===== src/rtl/pc_stack_unit.sv =====
// Program-counter and branch unit: sequential fetch, conditional absolute or
// PC-relative jumps, CALL/RET through a small return-address stack, stall
// and sticky stack overflow/underflow flags.
module pc_stack_unit #(
  parameter int unsigned    AW         = 8,
  parameter int unsigned    DEPTH      = 4,
  parameter logic [AW-1:0]  RESET_ADDR = '0
) (
  input  logic                         CLK,
  input  logic                         RST_N,
  input  logic                         EN,
  input  logic                         JMP_INST,
  input  logic                         CALL_INST,
  input  logic                         RET_INST,
  input  logic                         REL,
  input  logic [3:0]                   OP,
  input  logic [7:0]                   FLAGS,
  input  logic [AW-1:0]                TARGET,
  output logic [AW-1:0]                ADDR,
  output logic [$clog2(DEPTH+1)-1:0]   SP,
  output logic                         STK_FULL,
  output logic                         STK_EMPTY,
  output logic                         OVF_ERR,
  output logic                         UNF_ERR
);

  localparam int unsigned SPW = $clog2(DEPTH + 1);
  localparam int unsigned IW  = (DEPTH > 1) ? $clog2(DEPTH) : 1;

  logic [AW-1:0]  addr_q;
  logic [SPW-1:0] sp_q;
  logic           ovf_q;
  logic           unf_q;
  logic [AW-1:0]  stack_mem [DEPTH];

  logic [AW-1:0]  nxt;
  logic [AW-1:0]  tgt;
  logic           cond;
  logic           full;
  logic           empty;
  logic [IW-1:0]  top_idx;
  logic [IW-1:0]  push_idx;
  logic           push_ok;

  // Candidate next addresses, jump condition and stack pointer decode
  always_comb begin
    nxt      = addr_q + 1'b1;
    // Adding an AW-bit two's complement offset mod 2^AW equals sign extension
    tgt      = REL ? (addr_q + TARGET) : TARGET;
    cond     = (FLAGS[OP[2:0]] == OP[3]);
    full     = (sp_q == SPW'(DEPTH));
    empty    = (sp_q == '0);
    top_idx  = IW'(sp_q - 1'b1);
    push_idx = IW'(sp_q);
    push_ok  = RST_N & EN & ~RET_INST & CALL_INST & ~full;
  end

  // Return-address storage, written only on a successful CALL
  always_ff @(posedge CLK) begin
    if (push_ok) begin
      stack_mem[push_idx] <= nxt;
    end
  end

  // PC, stack pointer and sticky error flags with RET > CALL > JMP priority
  always_ff @(posedge CLK) begin
    if (!RST_N) begin
      addr_q <= RESET_ADDR;
      sp_q   <= '0;
      ovf_q  <= 1'b0;
      unf_q  <= 1'b0;
    end else if (EN) begin
      if (RET_INST) begin
        if (!empty) begin
          addr_q <= stack_mem[top_idx];
          sp_q   <= sp_q - 1'b1;
        end else begin
          unf_q  <= 1'b1;
          addr_q <= nxt;
        end
      end else if (CALL_INST) begin
        if (!full) begin
          addr_q <= tgt;
          sp_q   <= sp_q + 1'b1;
        end else begin
          ovf_q  <= 1'b1;
          addr_q <= nxt;
        end
      end else if (JMP_INST) begin
        addr_q <= cond ? tgt : nxt;
      end else begin
        addr_q <= nxt;
      end
    end
  end

  assign ADDR      = addr_q;
  assign SP        = sp_q;
  assign STK_FULL  = full;
  assign STK_EMPTY = empty;
  assign OVF_ERR   = ovf_q;
  assign UNF_ERR   = unf_q;

endmodule


===== config.mk =====
export PLATFORM = sky130hd
export DESIGN_NAME = pc_stack_unit
export DESIGN_NICKNAME = d
export VERILOG_FILES = /design/src/rtl/pc_stack_unit.sv
export SDC_FILE = /design/constraint.sdc
export NUM_CORES = 1
export LEC_CHECK = 0
export BUFFER_PORTS_ARGS = -buffer_cell sky130_fd_sc_hd__buf_2
export CORE_ASPECT_RATIO = 2
export CORE_UTILIZATION = 40
export DETAILED_ROUTE_END_ITERATION = 8
export GPL_TIMING_DRIVEN = 1
export PLACE_DENSITY = 0.59
export SLEW_MARGIN = 0
export SYNTH_ARGS = -nofsm -noshare
export SYNTH_HDL_FRONTEND = slang
export SYNTH_SLANG_ARGS = --single-unit

===== constraint.sdc =====
create_clock -name CLK -period 4.1 [get_ports CLK]
set_input_delay 0.82 -clock CLK [delete_from_list [all_inputs] [get_ports CLK]]
set_output_delay 0.82 -clock CLK [all_outputs]
set_load 0.02 [all_outputs]

# After elaboration in Yosys (flattened, before gate mapping)
# Memories as Yosys holds them, arrays and structs flattened.
# Cells that the tools add are included.
classes:
  n_mux: 15
  n_bitwise: 6
  n_addsub: 4
  n_reduce_logical: 5
  magnitude_cmp: 1
  eq_ne: 4
ops:
  columns: ["operator", "n"]
  rows:
  - ["$mux W8", 7]
  - ["$mux W3", 4]
  - ["$add A8 B1 Y8 const B", 1]
  - ["$add A8 B8 Y8", 1]
  - ["$reduce_and A4 Y1", 2]
  - ["$and A1 B1 Y1", 4]
  - ["$lt A3 B4 Y1 const B", 1]
  - ["$ne A2 B2 Y1 const B", 2]
  - ["$add A3 B1 Y3 const B", 1]
  - ["$bmux W1 S3", 1]
  - ["$eq A3 B3 Y1 const B", 1]
  - ["$logic_not A3 Y1", 1]
  - ["$mux W1", 3]
  - ["$reduce_and A3 Y1", 1]
  - ["$sub A3 B1 Y3 const B", 1]
  - ["$not A1 Y1", 2]
  - ["$reduce_bool A2 Y1", 1]
  - ["$eq A1 B1 Y1", 1]
totals:
  n_memories: 1
  ram_bits: 32
  input_bits: 27
  ff_bits: 13
  out_inout_bits: 15
memory_table:
  columns: ["memory", "depth", "width", "read_ports", "rd_clocked_by_memory_dff", "wr", "line_no", "rtl"]
  rows:
  - ["stack_mem", 4, 8, 1, 0, 1, "34", "logic [AW-1:0] stack_mem [DEPTH];"]

# Longest topological paths before layout
# Gate-level depths: netlist (run 1).
depth:
  ltp_word: 7
  ltp_mapped: 11
  depth_no_buf: 9

# Least setup slack after synthesis (run 1)
# No wires, ideal clock.
synth_timing:
  path_type: "in2reg"
  from: "in OP[1]"
  to: "reg addr_q[2] (netlist: ADDR[2])"
  path_stages: 7
  slack_ps: 1493
  setup_time_ps: 95
  n_path_buf: 1
  arrival_time_ps: 2512
  cell_sequence: "mux4_1 > mux2i_1 > mux2i_1 > and2_1 > clkbuf_2 > a21oi_1 > a221oi_1"
synth_via:
  elab_chain_cells: 7
synth_rtl:
  columns: ["item", "line_no", "rtl"]
  rows:
  - ["start, declared", "16", "input logic [3:0] OP,"]
  - ["$bmux W1 S3", "50", "cond = (FLAGS[OP[2:0]] == OP[3]);"]
  - ["$mux W1 (implied by the code)", "50", null]
  - ["$eq A1 B1 Y1", "50", null]
  - ["$mux W8", "90", "addr_q <= cond ? tgt : nxt;"]
  - ["$mux W8", "89", "end else if (JMP_INST) begin"]
  - ["$mux W8", "81", "end else if (CALL_INST) begin"]
  - ["$mux W8", "73", "if (RET_INST) begin"]
  - ["end signal, assigned", "75", "addr_q <= stack_mem[top_idx];"]
  - ["end signal, assigned", "83", "addr_q <= tgt;"]
  - ["end signal, assigned", "90", null]
  - ["end, declared", "30", "logic [AW-1:0] addr_q;"]
# No other way between the ends. The select of a mux whose other input is x is not followed.
# A chain may end at the register's enable or synchronous reset.

# Worst setup path in the final report (run 1)
# Same ends and word-level chain as after synthesis.

==> out/metrics.csv, run 1 <==
metric,value,unit
via_count,1982,
grt_start_max_net_pins,22,
hold_viol,0,
drive_gt1_frac,0.240,
required,4.29,ns
wl_per_cell,17.0,um
yosys_most_used_dff,edfxtp_1,
antenna_found_initial,0,
setup_viol,0,
synthTopCellsByArea,"edfxtp_1 (36%), dfxtp_1 (9.8%), mux4_2 (6.8%)",
portBuffers,41,
syn_inst,232,
cts.repair.resized,0,
async_flop_share,0,
worst_pin_slew,0.578,ns
syn_avg_cell_area,11.5,sq um
synth_edf_count,32,
dp_hpwl,4660,um
rows,41,
cp.arrival,2.88,ns
synthDistinctLibCells,45,
synthDominantAreaCellType,edfxtp_1,
cts_buffer_depth,2,
grt.total_usage,0.187,
cts_buffers,5,
finalSetupTns,0,ns
ant_nets,0,
fmax,372,MHz
start_kind,input pin,
utilization,0.486,
grt_pass1_wl,9660,um
maxSlewHeadroom,0.615,
fillers,654,
worstHoldPathCells,2,
die_h,117,um
pwr_density_cell,414,nW/um^2
synth_commonest_cells,"edfxtp_1 (32), o21ai_0 (15), ha_1 (14), inv_1 (14), dfxtp_1 (13)",
worst_hold_slack,0.497,ns
fin_nets,312,
coreArea,6360,sq um
die_x,59.7,um
synth_most_common_cell,edfxtp_1,
slew_violations,0,
skew,0.00647,ns
status,"complete, no violations",
worstSetupPathType,in2reg,
initial_core_util,0.419,
end_kind,flip-flop,
drc_errors,0,
yosys_warnings,0,
leakage,1.26,nW
ctsHoldBuffers,0,
grt_pass1_vias,1904,
rr_worst_depth,6,
cts_tree,yes,
final_area,3090,sq um
wl,6090,um
cts-root-buf,clkbuf_16,
drv_cap,0,
post_cts_buffers,0,
ys_seq_area_frac,0.458,
overflow,0,
routabilityCongestion,0.884,
h-tree-depth,2,
insertedDiodeCount,0,
synth_nets,274,
placed_cell_area,2950,sq um
worstHoldPathType,reg2reg,
fin_crit,2.69,ns
rsz0062_at_grt,false,
io_pins,42,
drt_iter0_markers,105,
syn_to_final_growth,16.0,%
clk_pin_slew,0.06,ns
routed_via_density,5.55,
die_area,7010,sq um
synth_area,2670,sq um
worstPathMaxFanout,8,
clk_latency,0.29,ns
period_share,0.656,
cts.sinks,45,
synth_top_area_frac,0.361,
ir_drop,217,uV
synth_seq_cells,45,
firstDrtPassIters,4,
-- metrics by stage --
step                      total power, W  std cells  worst slack, ns
after floorplan                 0.000795        232             1.49
after global placement          0.000887        349             1.20
after detailed placement        0.000890        349             1.11
after CTS                        0.00129        357             1.41
after global routing             0.00134        357             1.23
final                            0.00128        357             1.41
-- cell families after synthesis --
family,count (synthesis),synth area share
simple gates,53,0.108
compound gates,58,0.144
buf+inv,26,0.0376
flops,45,0.458
xor+xnor,10,0.0329
mux,25,0.146
fa+ha+maj,15,0.0732
-- area by class of cell --
class                      count  area, sq um  share of cell area
multi-input combinational    161         1340               0.435
sequential                    45         1220               0.395
timing repair buffer          43          220              0.0712
clock buffer                   5          125              0.0405
tap                           86          108              0.0348
inverter                      14         52.6              0.0170
clock inverter                 3         21.3             0.00688
-- routing by layer --
| layer | vias up | share of wire | track usage |
|---|---|---|---|
| li1 | 963 | - | - |
| met4 | 0 | 0.036 | 0.100 |
| met5 | - | 0 | 0 |
| met1 | 952 | 0.38 | 0.218 |
| met2 | 54 | 0.55 | 0.319 |
| met3 | 13 | 0.029 | 0.0198 |
-- critical path: stages --
cell	delay, ns
buf_2	0.10
mux4_1	0.54
mux2i_1	0.18
mux2i_1	0.45
and2_1	0.36
a21oi_1	0.12
a221oi_1	0.31
-- cell usage in the layout (no fill, tap or decap), types with 2 or more instances in the layout --
master / n
o2111ai_1: 2
and2_1: 7
xnor2_1: 8
edfxtp_1: 32
a31oi_1: 8
mux2_2: 5
clkbuf_16: 5
a211oi_1: 2
and3_1: 5
o21a_1: 2
a21o_1: 3
nor2_1: 8
nor2b_1: 7
or3_1: 2
inv_1: 14
buf_4: 2
xor2_1: 2
ha_1: 14
buf_2: 41
mux2i_1: 10
nand2_1: 8
a21oi_1: 12
nand3_1: 9
nand3b_1: 2
mux4_1: 2
o21ai_0: 15
mux4_2: 8
o211ai_1: 4
dfxtp_1: 13
-- sequential cells by signal, indices dropped and copies added, names as in the netlist --
name,count
stack_mem,32
ADDR,8
UNF_ERR,1
OVF_ERR,1
SP,3
-- power breakdown --
part           internal, W  switching [W]
logic             0.000152       0.000191
clock network     0.000227       0.000173
registers         0.000513      0.0000236
total             0.000892       0.000388
-- path summary, 6_finish.rpt --
| check | end | startpoint | slack (ns) |
|---|---|---|---|
| worst max-delay path | ADDR[2] | OP[1] | 1.41 |
| worst min-delay path | UNF_ERR | UNF_ERR | 0.50 |
| worst max register to register | stack_mem[3][5] | SP[1] | 1.80 |
| worst min register to register | UNF_ERR | UNF_ERR | 0.50 |
Power figures use the tool's default switching activity.
==> inputs of run 2 (changes only) <==
Settings changed: ABC_AREA set to 1, PLACE_DENSITY 0.59 to 0.58.
Clock period 4.1 ns to 2.8 ns, I/O delays scaled along.
==> out/metrics.csv, run 2 <==
metric,value,unit
status,"complete, no violations",
p_total,0.00199,W
clk_pin_slew,0.06,ns
crit_start,SP[0],
worst_hold_slack,0.465,ns
cts.repair.resized,0,
synth_area,2960,sq um
antenna_found_initial,0,
drc_errors,0,
ctsHoldBuffers,0,
largest_reg_flops,32,
drive_gt1_frac,0.245,
wl_per_cell,14.5,um
post_cts_buffers,0,
dp_cells,476,
die_h,124,um
synth_edf_count,32,
maxSlewHeadroom,0.637,
wl,7010,um
clk_latency,0.30,ns
worst_pin_slew,0.543,ns
routabilityCongestion,0.835,
fin_crit,2.19,ns
min_from,UNF_ERR,
cts-root-buf,clkbuf_16,
die_x,62.8,um
synth_top_area_frac,0.324,
required,2.24,ns
ant_nets,0,
coreArea,7210,sq um
initial_core_util,0.411,
synthDominantAreaCellType,edfxtp_1,
regMostFlops,stack_mem,
end_kind,output pin,
setup_viol,0,
rows,44,
grt_pass1_wl,11300,um
cts.sinks,45,
routed_via_density,5.17,
worstHoldPathType,reg2reg,
grt_pass1_vias,2445,
grt.total_usage,0.196,
utilization,0.480,
drt_iter0_markers,68,
cts_tree,yes,
via_count,2501,
synth_commonest_cells,"nand2_1 (59), inv_1 (48), edfxtp_1 (32), nand3_1 (28)",
yosys_most_used_dff,edfxtp_1,
fmax,457,MHz
final_cells,484,
insertedDiodeCount,0,
worstReg2RegStart,SP[0],
finalSetupTns,0,ns
cts_buffers,5,
yosys_warnings,0,
leakage,1.54,nW
overflow,0,
fin_nets,433,
dp_hpwl,5520,um
layout_common_cells,"nand2_1 (59), inv_1 (48), buf_2 (41)",
firstDrtPassIters,4,
io_pins,42,
die_area,7770,sq um
skew,0.00619,ns
hold_viol,0,
h-tree-depth,2,
syn_avg_cell_area,8.56,sq um
ys_seq_area_frac,0.412,
layout_commonest_cell,nand2_1,
syn_inst,346,
portBuffers,41,
rsz0062_at_grt,false,
cp.arrival,1.63,ns
grt_start_max_net_pins,22,
syn_to_final_growth,16.8,%
synth_most_common_cell,nand2_1,
synth_seq_cells,45,
drv_cap,0,
synth_nets,388,
pwr_density_cell,574,nW/um^2
start_kind,flip-flop,
worstPathMaxFanout,18,
synthTopCellsByArea,"edfxtp_1 (32%), dfxtp_1 (8.8%), nand2_1 (7.5%)",
period_share,0.781,
cts_buffer_depth,2,
ir_drop,273,uV
async_flop_share,0,
synthDistinctLibCells,44,
worstSetupPathType,reg2out,
slew_violations,0,
-- run 2: cell types whose count changed in the layout (fill, tap and decap cells not counted), sizes merged, moves of 6 or more --
cell	delta
nand2	+56
nor2b	-7
a21oi	+6
mux2i	-9
mux4	-10
o21ai	+16
and2	-6
o22ai	+7
nand3	+33
inv	+41
a31oi	-8
nor2	+19
xnor2	-6
-- run 2: logic make-up after synthesis --
family | Yosys count | share of synthesized area
buf+inv | 64 | 0.0900
fa+ha+maj | 15 | 0.0659
flops | 45 | 0.412
mux | 1 | 0.00338
simple gates | 146 | 0.266
compound gates | 69 | 0.142
xor+xnor | 6 | 0.0203
-- run 2: power by group --
group          total, W  switching [W]  internal, W
registers      0.000769      0.0000265     0.000743
clock network  0.000743       0.000264     0.000479
logic          0.000473       0.000306     0.000167
-- run 2: worst max-delay path, cell delays in order (launching register included) --
cell and delay [ns]:
dfxtp_1 0.32, inv_2 0.24, ha_1 0.26, ha_1 0.30
buf_2 0.21
-- run 2: cell type report --
cell class                 instances  area (sq um)
clock buffer                       6           150
clock inverter                     2          38.8
fill                             724          3750
inverter                          55           209
multi-input combinational        237          1470
sequential                        45          1220
tap                               92           115
timing repair buffer              47           250
-- run 2: per-layer routing --
layer,vias to the layer above,global-route usage,part of all wire
li1,1259,-,-
met1,1176,0.175,0.35
met2,54,0.406,0.60
met3,12,0.0247,0.021
met4,0,0.112,0.029
met5,-,0,0
-- run 2: path summary, 6_finish.rpt --
check                           depth (start not counted)  slack, ns         to
worst max-delay path                                    4       0.61  STK_EMPTY
worst min-delay path                                    2       0.47    UNF_ERR
worst min register to register                          2       0.47    UNF_ERR
worst max register to register                          7       0.69    ADDR[6]
-- run 2: through the flow --
| stage | area, sq um | setup slack, ns |
|---|---|---|
| 2_1_floorplan | 2960 | 0.349 |
| 3_3_place_gp | 3270 | 0.573 |
| 3_5_place_dp | 3270 | 0.558 |
| 4_1_cts | 3460 | 0.589 |
| 5_1_grt | 3460 | 0.471 |
| 6_report | 3460 | 0.613 |
